[src/rtl/uart_stream_rx.sv]
// uart_stream_rx: 8N1 UART receiver that gathers bytes into an 8-entry frame
// buffer with a registered read port. Flags frame completion, stop-bit
// framing errors and inter-byte idle timeouts.
// Optional reference-pattern compare is built only when the macro
// UART_STREAM_RX_CHECK_EN is defined; otherwise Match_o is tied low.
//
// Handshake note: there is no valid/ready flow control on this block. Done_o,
// FrameError_o and Timeout_o are single-cycle, mutually exclusive event pulses;
// the consumer samples them every cycle and reads the buffer at leisure.
module uart_stream_rx #(
    parameter int CLOCK_HZ     = 25_000_000,
    parameter int BAUD         = 115200,
    parameter int TIMEOUT_BITS = 20
) (
    input  logic       Clock,
    input  logic       Reset,
    input  logic       Rx_i,
    input  logic [2:0] ReadAddr_i,
    output logic [7:0] ReadData_o,
    output logic [3:0] Count_o,
    output logic       Busy_o,
    output logic       Done_o,
    output logic       FrameError_o,
    output logic       Timeout_o,
    output logic       Match_o
);

    localparam int CYCLES_PER_BIT = CLOCK_HZ / BAUD;
    localparam int HALF_BIT       = CYCLES_PER_BIT / 2;
    localparam int TIMEOUT_CYCLES = TIMEOUT_BITS * CYCLES_PER_BIT;
    localparam int CNT_W          = $clog2(CYCLES_PER_BIT + 1);
    localparam int IDLE_W         = $clog2(TIMEOUT_CYCLES + 1);

    localparam logic [CNT_W-1:0]  HALF_LAST = CNT_W'(HALF_BIT - 1);
    localparam logic [CNT_W-1:0]  BIT_LAST  = CNT_W'(CYCLES_PER_BIT - 1);
    localparam logic [IDLE_W-1:0] IDLE_LAST = IDLE_W'(TIMEOUT_CYCLES - 1);

    typedef enum logic [2:0] {
        S_IDLE,
        S_START,
        S_DATA,
        S_STOP,
        S_RECOVER
    } state_t;

    logic              rx_meta_q;
    logic              rx_sync_q;
    state_t            state_q, state_d;
    logic [CNT_W-1:0]  cnt_q, cnt_d;
    logic [2:0]        bit_idx_q, bit_idx_d;
    logic [7:0]        shift_q, shift_d;
    logic [2:0]        ptr_q, ptr_d;
    logic [IDLE_W-1:0] idle_cnt_q, idle_cnt_d;
    logic [7:0]        buf_q [8];
    logic [7:0]        buf_d [8];
    logic [7:0]        rdata_q;
    logic              done_q, done_d;
    logic              ferr_q, ferr_d;
    logic              tout_q, tout_d;
    logic              stop_sample;

    // Stop-bit sampling instant; a high line here means the byte is stored.
    assign stop_sample = (state_q == S_STOP) && (cnt_q == BIT_LAST);

    // Two-flop synchroniser for the asynchronous RX pin, idling high.
    always_ff @(posedge Clock or negedge Reset) begin
        if (!Reset) begin
            rx_meta_q <= 1'b1;
            rx_sync_q <= 1'b1;
        end else begin
            rx_meta_q <= Rx_i;
            rx_sync_q <= rx_meta_q;
        end
    end

    // Bit FSM, frame pointer and idle-timeout next-state logic.
    always_comb begin
        state_d    = state_q;
        cnt_d      = cnt_q + 1'b1;
        bit_idx_d  = bit_idx_q;
        shift_d    = shift_q;
        ptr_d      = ptr_q;
        idle_cnt_d = '0;
        buf_d      = buf_q;
        done_d     = 1'b0;
        ferr_d     = 1'b0;
        tout_d     = 1'b0;
        case (state_q)
            S_IDLE: begin
                cnt_d = '0;
                if (!rx_sync_q) begin
                    state_d = S_START;
                end else if (ptr_q != 3'd0) begin
                    // Partial frame waiting for its next byte.
                    if (idle_cnt_q == IDLE_LAST) begin
                        tout_d = 1'b1;
                        ptr_d  = 3'd0;
                    end else begin
                        idle_cnt_d = idle_cnt_q + 1'b1;
                    end
                end
            end
            S_START: begin
                if (cnt_q == HALF_LAST) begin
                    cnt_d = '0;
                    if (rx_sync_q) begin
                        state_d = S_IDLE;   // glitch, not a start bit
                    end else begin
                        state_d   = S_DATA;
                        bit_idx_d = 3'd0;
                    end
                end
            end
            S_DATA: begin
                if (cnt_q == BIT_LAST) begin
                    cnt_d   = '0;
                    shift_d = {rx_sync_q, shift_q[7:1]};
                    if (bit_idx_q == 3'd7) begin
                        state_d = S_STOP;
                    end else begin
                        bit_idx_d = bit_idx_q + 1'b1;
                    end
                end
            end
            S_STOP: begin
                if (stop_sample) begin
                    cnt_d = '0;
                    if (rx_sync_q) begin
                        buf_d[ptr_q] = shift_q;
                        ptr_d        = ptr_q + 1'b1;   // 7 wraps to 0
                        done_d       = (ptr_q == 3'd7);
                        state_d      = S_IDLE;
                    end else begin
                        ferr_d  = 1'b1;
                        ptr_d   = 3'd0;
                        state_d = S_RECOVER;
                    end
                end
            end
            S_RECOVER: begin
                cnt_d = '0;
                if (rx_sync_q) begin
                    state_d = S_IDLE;
                end
            end
            default: begin
                state_d = S_IDLE;
            end
        endcase
    end

    // State, counters, buffer and event-pulse registers.
    always_ff @(posedge Clock or negedge Reset) begin
        if (!Reset) begin
            state_q    <= S_IDLE;
            cnt_q      <= '0;
            bit_idx_q  <= 3'd0;
            shift_q    <= 8'h00;
            ptr_q      <= 3'd0;
            idle_cnt_q <= '0;
            done_q     <= 1'b0;
            ferr_q     <= 1'b0;
            tout_q     <= 1'b0;
            for (int i = 0; i < 8; i++) begin
                buf_q[i] <= 8'h00;
            end
        end else begin
            state_q    <= state_d;
            cnt_q      <= cnt_d;
            bit_idx_q  <= bit_idx_d;
            shift_q    <= shift_d;
            ptr_q      <= ptr_d;
            idle_cnt_q <= idle_cnt_d;
            done_q     <= done_d;
            ferr_q     <= ferr_d;
            tout_q     <= tout_d;
            buf_q      <= buf_d;
        end
    end

    // Registered read port; same-cycle write to the read address returns old data.
    always_ff @(posedge Clock or negedge Reset) begin
        if (!Reset) begin
            rdata_q <= 8'h00;
        end else begin
            rdata_q <= buf_q[ReadAddr_i];
        end
    end

`ifdef UART_STREAM_RX_CHECK_EN
    logic match_q, match_d;
    logic mism_q, mism_d;
    logic byte_mism;

    function automatic logic [7:0] ref_byte(input logic [2:0] idx);
        case (idx)
            3'd0:    ref_byte = 8'h00;
            3'd1:    ref_byte = 8'h01;
            3'd2:    ref_byte = 8'h03;
            3'd3:    ref_byte = 8'h0F;
            3'd4:    ref_byte = 8'hFF;
            3'd5:    ref_byte = 8'hF0;
            3'd6:    ref_byte = 8'hC0;
            default: ref_byte = 8'h80;
        endcase
    endfunction

    // Running per-frame mismatch tracking; verdict lands with the Done_o pulse.
    always_comb begin
        match_d   = match_q;
        mism_d    = mism_q;
        byte_mism = (shift_q != ref_byte(ptr_q));
        if (stop_sample && rx_sync_q) begin
            if (ptr_q == 3'd0) begin
                mism_d  = byte_mism;
                match_d = 1'b0;
            end else begin
                mism_d = mism_q | byte_mism;
            end
            if (ptr_q == 3'd7) begin
                match_d = !(mism_q | byte_mism);
            end
        end
        if (ferr_d || tout_d) begin
            match_d = 1'b0;
        end
    end

    // Match verdict registers.
    always_ff @(posedge Clock or negedge Reset) begin
        if (!Reset) begin
            match_q <= 1'b0;
            mism_q  <= 1'b0;
        end else begin
            match_q <= match_d;
            mism_q  <= mism_d;
        end
    end

    assign Match_o = match_q;
`else
    assign Match_o = 1'b0;
`endif

    assign ReadData_o   = rdata_q;
    assign Count_o      = {1'b0, ptr_q};
    assign Busy_o       = (state_q != S_IDLE) || (ptr_q != 3'd0);
    assign Done_o       = done_q;
    assign FrameError_o = ferr_q;
    assign Timeout_o    = tout_q;

endmodule

[config.mk]
export PLATFORM = sky130hd
export DESIGN_NAME = uart_stream_rx
export DESIGN_NICKNAME = d
export VERILOG_FILES = /design/src/rtl/uart_stream_rx.sv
export SDC_FILE = /design/constraint.sdc
export NUM_CORES = 1
export LEC_CHECK = 0
export CAP_MARGIN = 5
export CORE_MARGIN = 3
export CORE_UTILIZATION = 44
export CTS_CLUSTER_DIAMETER = 100
export DETAILED_ROUTE_END_ITERATION = 16
export SYNTH_ARGS = -nofsm -noshare
export SYNTH_HDL_FRONTEND = slang
export SYNTH_SLANG_ARGS = --single-unit
[constraint.sdc]
create_clock -name Clock -period 4.5 [get_ports Clock]
set_clock_uncertainty 0.15 [all_clocks]
set_input_delay 0.45 -clock Clock [delete_from_list [all_inputs] [get_ports Clock]]
set_output_delay 0.45 -clock Clock [all_outputs]
set_load 0.01 [all_outputs]
* Word-level counts from Yosys, hierarchy flattened
Cells that the tools add are included.
** Operators by class
- Reduce and logical (&&, ||, !) cells :: 14
- Divide/modulo/power cells :: 0
- Muxes and demuxes :: 44
- Multiply operators :: 0
- $add $sub $neg :: 4
- Eq/ne operators :: 20
- Magnitude comparators :: 3
- Bitwise operators :: 2
- Shift operators :: 0
** Operators with widths (number)
- bitwise mux 64 bit :: 1
- 2-to-1 mux 13 bit :: 4
- 2-to-1 mux 3 bit :: 16
- 2-to-1 mux 8 bit :: 6
- case mux 8 bit (4 select lines) :: 1
- binary-select mux 8 bit (select 3 bit) :: 1
- demux 8 bit (select 3 bit) :: 1
- inequality test 2 bit, second input constant :: 11
- case mux 3 bit (5 select lines) :: 1
- adder 13 x 1 -> 13 bit, second input constant :: 1
- equality test 13 bit, second input constant :: 1
- case mux 3 bit (2 select lines) :: 2
- 2-to-1 mux 1 bit :: 10
- AND reduction 5 bit :: 2
- equality test 3 bit, second input constant :: 3
- adder 8 x 1 -> 8 bit, second input constant :: 1
- equality test 8 x 7 -> 1 bit, second input constant :: 1
- equality test 8 bit, second input constant :: 1
- greater-or-equal comparator 4 bit, second input constant :: 2
- NOT 3 -> 4 bit :: 2
- adder 3 x 1 -> 3 bit, second input constant :: 2
- equality test 3 x 2 -> 1 bit, second input constant :: 2
- AND reduction 6 bit :: 1
- nonzero test 3 bit :: 2
- other kinds (10) :: 12
** Storage, ports and cells
- Word-level logic and storage cells :: 107
- RAM bits :: 0
- Output and inout port bits :: 17
- Memories kept :: 0
- ROM bits :: 0
- Bits in registers :: 115
- Bits in latches :: 0
- Input bits :: 6

* Longest topological paths before layout
Gate-level depths: netlist (run 1).
- Depth in word-level cells :: 6
- Gate-level depth with buffers :: 7
- Gate-level depth less buffers :: 6

* Least setup slack after synthesis (run 1)
OpenSTA, ideal clock, no wires.
- Path type :: reg-to-reg
- From :: register rx_sync_q
- To :: register buf_q[32] (netlist bit)
- Setup slack :: 2.457 ns
- Data required time :: 4.225 ns
- Path buffers :: 1
- Setup time :: 0.125 ns
- Cell stages (with the launch flop) :: 6
- Clock period less this slack :: 2.043 ns
- Arrival time :: 1.768 ns
- Path through :: dfstp_2 -> buf_2 -> nand2_1 -> or3_1 -> nor4_4 -> mux2_2
** Between the ends
- Longest elaborated chain between the ends :: 1
** Ends and longest elaborated chain
- start: declaration :: RTL line 47 : logic rx_sync_q;
- start signal: assignment :: RTL line 72 : rx_sync_q <= rx_meta_q;
- AND reduction 3 bit (no source line)
- end signal: assignment :: RTL line 177 : buf_q <= buf_d;
- end: declaration :: RTL line 54 : logic [7:0] buf_q [8];
Every way passes these cells.
A chain may end at the register's enable or synchronous reset.

* Final worst setup path (run 1)
- From :: register ptr_q[1]
- To :: output Busy_o
** Between the ends
- Longest elaborated chain between the ends :: 2
** Ends and longest elaborated chain
- start: declaration :: RTL line 52 : logic [2:0] ptr_q, ptr_d;
- start signal: assignment :: RTL line 172 : ptr_q <= ptr_d;
- nonzero test 3 bit :: RTL line 247 : assign Busy_o = (state_q != S_IDLE) || (ptr_q != 3'd0);
- logical OR 1 bit :: RTL line 247
- end: declaration :: RTL line 21 : output logic Busy_o,
Every way passes these cells.

==> impl_metrics.env, run 1 <==
export IMPL_yosys_most_used_dff="dfrtp_1"
export IMPL_place_ws_ns=2.048
export IMPL_core_um2=11610
export IMPL_fin_crit_sh=0.5688
export IMPL_cts_resized=0
export IMPL_grt_max_degree=64
export IMPL_final_antenna_net_count=0
export IMPL_finalSetupTns_ns=0
export IMPL_drv_slew=0
export IMPL_wirelength_um=10050
export IMPL_relSlewSlack=0.4410
export IMPL_reg2reg_depth=5
export IMPL_synth_distinct_cells=51
export IMPL_synth_most_common_cell="dfrtp_1"
export IMPL_via_per_inst=5.507
export IMPL_leakagePower_nw=2.936
export IMPL_die_x_um=115.9
export IMPL_vdd_ir_drop_worst_mv=0.3808
export IMPL_grt_setup_unrepaired="false"
export IMPL_drt_wirelength_per_cell_um=17.94
export IMPL_grt_pass1_vias=3157
export IMPL_ys_seq_area_frac=0.5418
export IMPL_initial_core_util=0.4578
export IMPL_syn_inst=386
export IMPL_clock_root_buffer="clkbuf_16"
export IMPL_synth_edff_count=0
export IMPL_r2r_end="buf_q[21]$_DFFE_PN0P_"
export IMPL_syn2layout_area_growth_pct=17.09
export IMPL_synthTopCellsByArea="dfrtp_1, mux2_2, mux4_2"
export IMPL_worstSetupStartpointType="flip-flop"
export IMPL_gp_congestion=0.8110
export IMPL_ys_seq_elements=115
export IMPL_fill_cells=990
export IMPL_worstSetupPathType="reg -> out"
export IMPL_synth_area_um2=5316
export IMPL_drive_gt1_frac=0.3477
export IMPL_cts_buffers=17
export IMPL_grt_overflow=0
export IMPL_finalNetCount=420
export IMPL_rrSetupSlack_ns=2.13
export IMPL_worst_pin_slew_ns=0.8358
export IMPL_status="finished clean"
export IMPL_ioPinCount=23
export IMPL_finalPower_w=0.002447
export IMPL_clk_pin_slew_ns=0.05
export IMPL_hold_viol_final=0
export IMPL_reg2reg_from="cnt_q[0]$_DFF_PN0_"
export IMPL_fin_ws_ns=1.940
export IMPL_synth_top_area_frac=0.5319
export IMPL_fmax_ghz=0.3907
export IMPL_grt_usage=0.1691
export IMPL_dr_first_iter_drc_count=172
export IMPL_hp_class="in -> async"
export IMPL_end_kind="output port"
export IMPL_drcViolationCount=0
export IMPL_dpl_hpwl_um=6259
export IMPL_post_cts_buffers=0
export IMPL_critPathRequiredTime_ns=3.90
export IMPL_antenna_found_initial=0
export IMPL_vias=3084
export IMPL_antenna_cells=0
export IMPL_avgSynthCellArea_um2=13.77
export IMPL_finalSetupViolations=0
export IMPL_layout_min_cycle_time_ns=2.560
export IMPL_clockBufferDepth=2
export IMPL_placedCellCount=530
export IMPL_arrival_ns=1.96
export IMPL_port_buffers=20
export IMPL_placementRows=39
export IMPL_htreeDepth=4
export IMPL_synth_async_reset_ratio=1.000
export IMPL_postCtsHoldBufs=0
export IMPL_power_density_nw_per_um2=393.1
export IMPL_clock_sinks=115
export IMPL_synth_common_cells="dfrtp_1, mux2_2, nor2_1"
export IMPL_drv_cap=0
export IMPL_stdcell_count=560
export IMPL_cts_tree="built"
export IMPL_grt_pass1_wl_um=16870
export IMPL_dr_pass1_iters=4
export IMPL_cp_max_fo=9
export IMPL_dieArea_um2=13440
export IMPL_yosys_area_top_type="dfrtp_1"
export IMPL_fp_dieH_um=115.9
export IMPL_clkLatencyLatePin_ns=0.41
export IMPL_final_core_util=0.5360
export IMPL_yosys_warnings=0
-- report_power, final --
group / leakage, nW / internal, W / switching (W)
combinational: 1.05 / 0.0000127 / 0.0000310
clock: 0.296 / 0.000936 / 0.000428
sequential: 1.59 / 0.00104 / 0.00000219
-- registers in the layout (all words and copies together), names as in the netlist --
name          count
buf_q            64
idle_cnt_q       13
ReadData_o        8
cnt_q             8
shift_q           8
bit_idx_q         3
ptr_q             3
state_q           3
Done_o            1
FrameError_o      1
Timeout_o         1
rx_meta_q         1
rx_sync_q         1
-- final cells by class --
class,count,area [um2],area share
timing repair buffer,23,220.2,0.03538
sequential,115,2880,0.4627
clock inverter,4,95.09,0.01528
clock buffer,26,509.2,0.08181
inverter,8,30.03,0.004824
tap,143,178.9,0.02874
multi-input combinational,241,2311,0.3713
-- critical path, cell delays in order, from the launching register on --
cell and delay, ns:
dfrtp_1 0.52, inv_1 0.13, ha_1 0.22, nand3b_1 0.13, clkdlybuf4s50_1 0.56
-- kinds of logic after synthesis --
logic type               synth area share
AO/OA/AOI/OAI                     0.01906
XOR/XNOR                          0.02801
adder cells (fa/ha/maj)           0.01883
buffers and inverters             0.02424
flip-flops                         0.5418
multiplexers                       0.2415
other                           0.0007054
AND/OR/NAND/NOR                    0.1259
-- placed cells by master, fill, tap and decap left out, types with 2 or more instances in the layout --
| cell | Yosys | routed |
|---|---|---|
| nand3_1 | 11 | 11 |
| clkbuf_1 | 9 | 4 |
| dfstp_2 | 2 | 2 |
| nand3_2 | 4 | 4 |
| nor4b_1 | 2 | 2 |
| mux4_2 | 16 | 16 |
| nor3_1 | 8 | 8 |
| dfrtp_1 | 113 | 113 |
| and4_1 | 2 | 2 |
| nand2_1 | 9 | 9 |
| o31ai_1 | 3 | 3 |
| nor4_1 | 2 | 2 |
| conb_1 | 1 | 2 |
| inv_1 | 7 | 7 |
| clkdlybuf4s50_1 | 0 | 19 |
| nor2_1 | 29 | 29 |
| and3b_1 | 2 | 2 |
| nor4_4 | 4 | 4 |
| a21oi_1 | 4 | 4 |
| mux2_2 | 81 | 81 |
| a22o_1 | 2 | 2 |
| nor2b_1 | 2 | 2 |
| xor2_1 | 6 | 6 |
| clkbuf_8 | 0 | 5 |
| ha_1 | 8 | 8 |
| nand4_1 | 6 | 6 |
| nand2b_1 | 3 | 3 |
| bufinv_16 | 0 | 3 |
| a31oi_1 | 2 | 2 |
| buf_4 | 2 | 4 |
| xnor2_1 | 11 | 11 |
| nand3b_1 | 3 | 3 |
| clkbuf_16 | 0 | 17 |
-- how the worst max path moves through the flow --
stage | from | end | slack, ns | depth (start not counted)
CTS | ptr_q[1]$_DFFE_PN0P_ | Busy_o | 1.93 | 4
finish | ptr_q[1]$_DFFE_PN0P_ | Busy_o | 1.94 | 4
floorplan | rx_sync_q$_DFF_PN1_ | buf_q[32]$_DFFE_PN0P_ | 2.46 | 5
global placement | ReadAddr_i[1] | ReadData_o[2]$_DFF_PN0_ | 2.08 | 3
global route | ptr_q[1]$_DFFE_PN0P_ | Busy_o | 1.81 | 4
detailed placement | ReadAddr_i[1] | ReadData_o[0]$_DFF_PN0_ | 2.05 | 3
-- metrics by stage --
| step | area, um2 | hold slack, ns |
|---|---|---|
| after floorplan | 5320 | 0.004409 |
| after global placement | 5620 | 0.2069 |
| after detailed placement | 5620 | 0.2023 |
| after CTS | 6225 | 0.03351 |
| after global routing | 6225 | 0.07127 |
| final | 6225 | 0.01044 |
-- per-layer routing --
layer,routed length (um),track usage
met5,0,0
met4,133,0.06032
met3,307,0.05326
met2,5139,0.2766
met1,4468,0.2128
(Power assumes the default switching activity.)
==> run 2, diff against run 1 <==
==> constraint.sdc (replaced) <==
create_clock -name Clock -period 2.2 [get_ports Clock]
set_clock_uncertainty 0.15 [all_clocks]
set_input_delay 0.22 -clock Clock [delete_from_list [all_inputs] [get_ports Clock]]
set_output_delay 0.22 -clock Clock [all_outputs]
set_load 0.01 [all_outputs]
==> run 2 against run 1 <==
Effect of this change: worst hold slack gained 0.077 ns; clock power up 98%; largest power group unchanged; register-to-register slack lost 2.0 ns; sequential power rose by 100%; global-route usage grew 0.29 points; cell area rose by 3.2%; sequential cell count unchanged; largest cell class unchanged; routed wire length grew 2.0%; setup slack got worse by 1.8 ns; cell count grew 2.5%; first-iteration DRC count down 29%; die area is the same.
==> impl_metrics.env, run 2 (same netlist as run 1, synthesis figures left out) <==
export IMPL_drcViolationCount=0
export IMPL_reg2reg_from="bit_idx_q[0]$_DFFE_PN0P_"
export IMPL_status="finished clean"
export IMPL_fmax_ghz=0.4859
export IMPL_port_buffers=20
export IMPL_worst_pin_slew_ns=0.5644
export IMPL_clkLatencyLatePin_ns=0.41
export IMPL_finalSetupTns_ns=0
export IMPL_hold_viol_final=0
export IMPL_holdWs_ns=0.08725
export IMPL_finalPower_w=0.004920
export IMPL_initial_core_util=0.4578
export IMPL_final_core_util=0.5531
export IMPL_antenna_cells=0
export IMPL_wl_met3_um=293
export IMPL_dr_pass1_iters=5
export IMPL_core_um2=11610
export IMPL_gp_congestion=0.7934
export IMPL_finalSetupViolations=0
export IMPL_worstSetupPathType="reg -> reg"
export IMPL_post_cts_buffers=0
export IMPL_hold_path_startpoint="Rx_i"
export IMPL_drt_wirelength_per_cell_um=17.86
export IMPL_grt_usage=0.1720
export IMPL_cp_max_fo=3
export IMPL_r2r_end="bit_idx_q[0]$_DFFE_PN0P_"
export IMPL_fin_crit_sh=0.9355
export IMPL_regMostFlops="buf_q"
export IMPL_clock_root_buffer="clkbuf_16"
export IMPL_antenna_found_initial=0
export IMPL_worstSetupStartpointType="flip-flop"
export IMPL_drv_cap=0
export IMPL_clock_sinks=115
export IMPL_grt_overflow=0
export IMPL_layout_min_cycle_time_ns=2.058
export IMPL_dpl_hpwl_um=6629
export IMPL_cts_buffers=17
export IMPL_drive_gt1_frac=0.3805
export IMPL_place_ws_ns=0.07549
export IMPL_syn2layout_area_growth_pct=20.83
export IMPL_grt_pass1_vias=3288
export IMPL_mostFrequentLayoutCells="dfrtp_1, mux2_2, nor2_1"
export IMPL_met1_length_um=4709
export IMPL_finalNetCount=432
export IMPL_wirelength_um=10250
export IMPL_final_common_cell="dfrtp_1"
export IMPL_clk_pin_slew_ns=0.05
export IMPL_critPathRequiredTime_ns=2.33
export IMPL_arrival_ns=2.19
export IMPL_dr_first_iter_drc_count=122
export IMPL_vdd_ir_drop_worst_mv=0.5887
export IMPL_end_kind="flip-flop"
export IMPL_largest_reg_flops=64
export IMPL_cts_tree="built"
export IMPL_grt_setup_unrepaired="false"
export IMPL_largestRegisters="buf_q (64), idle_cnt_q (13)"
export IMPL_hold_path_end="rx_meta_q$_DFF_PN1_"
export IMPL_final_antenna_net_count=0
export IMPL_rrSetupSlack_ns=0.14
export IMPL_power_density_nw_per_um2=765.8
export IMPL_fin_ws_ns=0.1420
export IMPL_grt_max_degree=43
export IMPL_hold_depth=1
export IMPL_leakagePower_nw=3.009
export IMPL_vias=3135
export IMPL_hp_class="in -> reg"
export IMPL_via_per_inst=5.462
export IMPL_grt_pass1_wl_um=17400
export IMPL_htreeDepth=4
export IMPL_dieArea_um2=13440
export IMPL_reg2reg_depth=6
export IMPL_clockBufferDepth=2
export IMPL_placementRows=39
export IMPL_dr_max_layer_used="met4"
export IMPL_ioPinCount=23
export IMPL_relSlewSlack=0.6185
export IMPL_drv_slew=0
export IMPL_fp_dieH_um=115.9
export IMPL_dr_wl_met2_um=5117
export IMPL_die_x_um=115.9
## run 2: cell count changes in the layout (fill, tap and decap cells not counted), moves of 2 or more
cell / delta
buf_4: +2
clkinv_4: +2
dfrtp_1: -3
clkinvlp_4: +4
clkbuf_8: -3
clkinv_2: +2
dfrtp_2: +3
clkbuf_1: -3
buf_12: +9
## run 2: worst max path at each step
stage	endpoint	slack, ns	depth (start not counted)	start
2_1_floorplan	buf_q[32]$_DFFE_PN0P_	0.16	5	rx_sync_q$_DFF_PN1_
3_3_place_gp	buf_q[48]$_DFFE_PN0P_	0.09	6	cnt_q[0]$_DFF_PN0_
3_5_place_dp	buf_q[48]$_DFFE_PN0P_	0.08	6	cnt_q[0]$_DFF_PN0_
4_1_cts	buf_q[48]$_DFFE_PN0P_	0.06	6	cnt_q[0]$_DFF_PN0_
5_1_grt	buf_q[45]$_DFFE_PN0P_	0.003	6	cnt_q[0]$_DFF_PN0_
6_report	bit_idx_q[0]$_DFFE_PN0P_	0.14	6	bit_idx_q[0]$_DFFE_PN0P_
## run 2: power breakdown
| part | switching, W | leakage, nW | total [W] | internal [W] |
|---|---|---|---|---|
| logic | 0.0000699 | 1.15 | 0.000109 | 0.0000388 |
| registers | 0.00000250 | 1.58 | 0.00212 | 0.00212 |
| clock network | 0.000963 | 0.278 | 0.00269 | 0.00172 |
## run 2: critical path, cell delays in order, from the launching register on
cell	delay (ns)
dfrtp_1	0.38
ha_1	0.20
ha_1	0.21
or3b_1	0.36
a21oi_1	0.15
o311ai_1	0.18
mux2_2	0.30
## run 2: through the flow
stage	area (um2)	std cells
after floorplan	5320	387
after global placement	5816	541
after detailed placement	5816	541
after CTS	6416	574
after global routing	6424	574
final	6424	574
## run 2: cell type report
type	instances	area, um2
repair buffers	35	424.2
clock buffers	20	456.7
clock inverters	12	131.4
fillers	976	5190
multi-input cells	241	2318
inverters	8	30.03
flip-flops and latches	115	2884
well taps	143	178.9
## run 2: per-layer routing
metal / GRT usage / vias up
met3: 0.04334 / 11
met5: 0 / -
met1: 0.2246 / 1628
met2: 0.2812 / 37
li1: - / 1459
met4: 0.05878 / 0
## run 2: timing repair
item / 4_1_cts / 5_1_grt
hold buffers: 1 / 0
endpoints found under the setup margin: 1 / 8
resized for setup: 4 / 1
hold endpoints to repair: 35 / 0
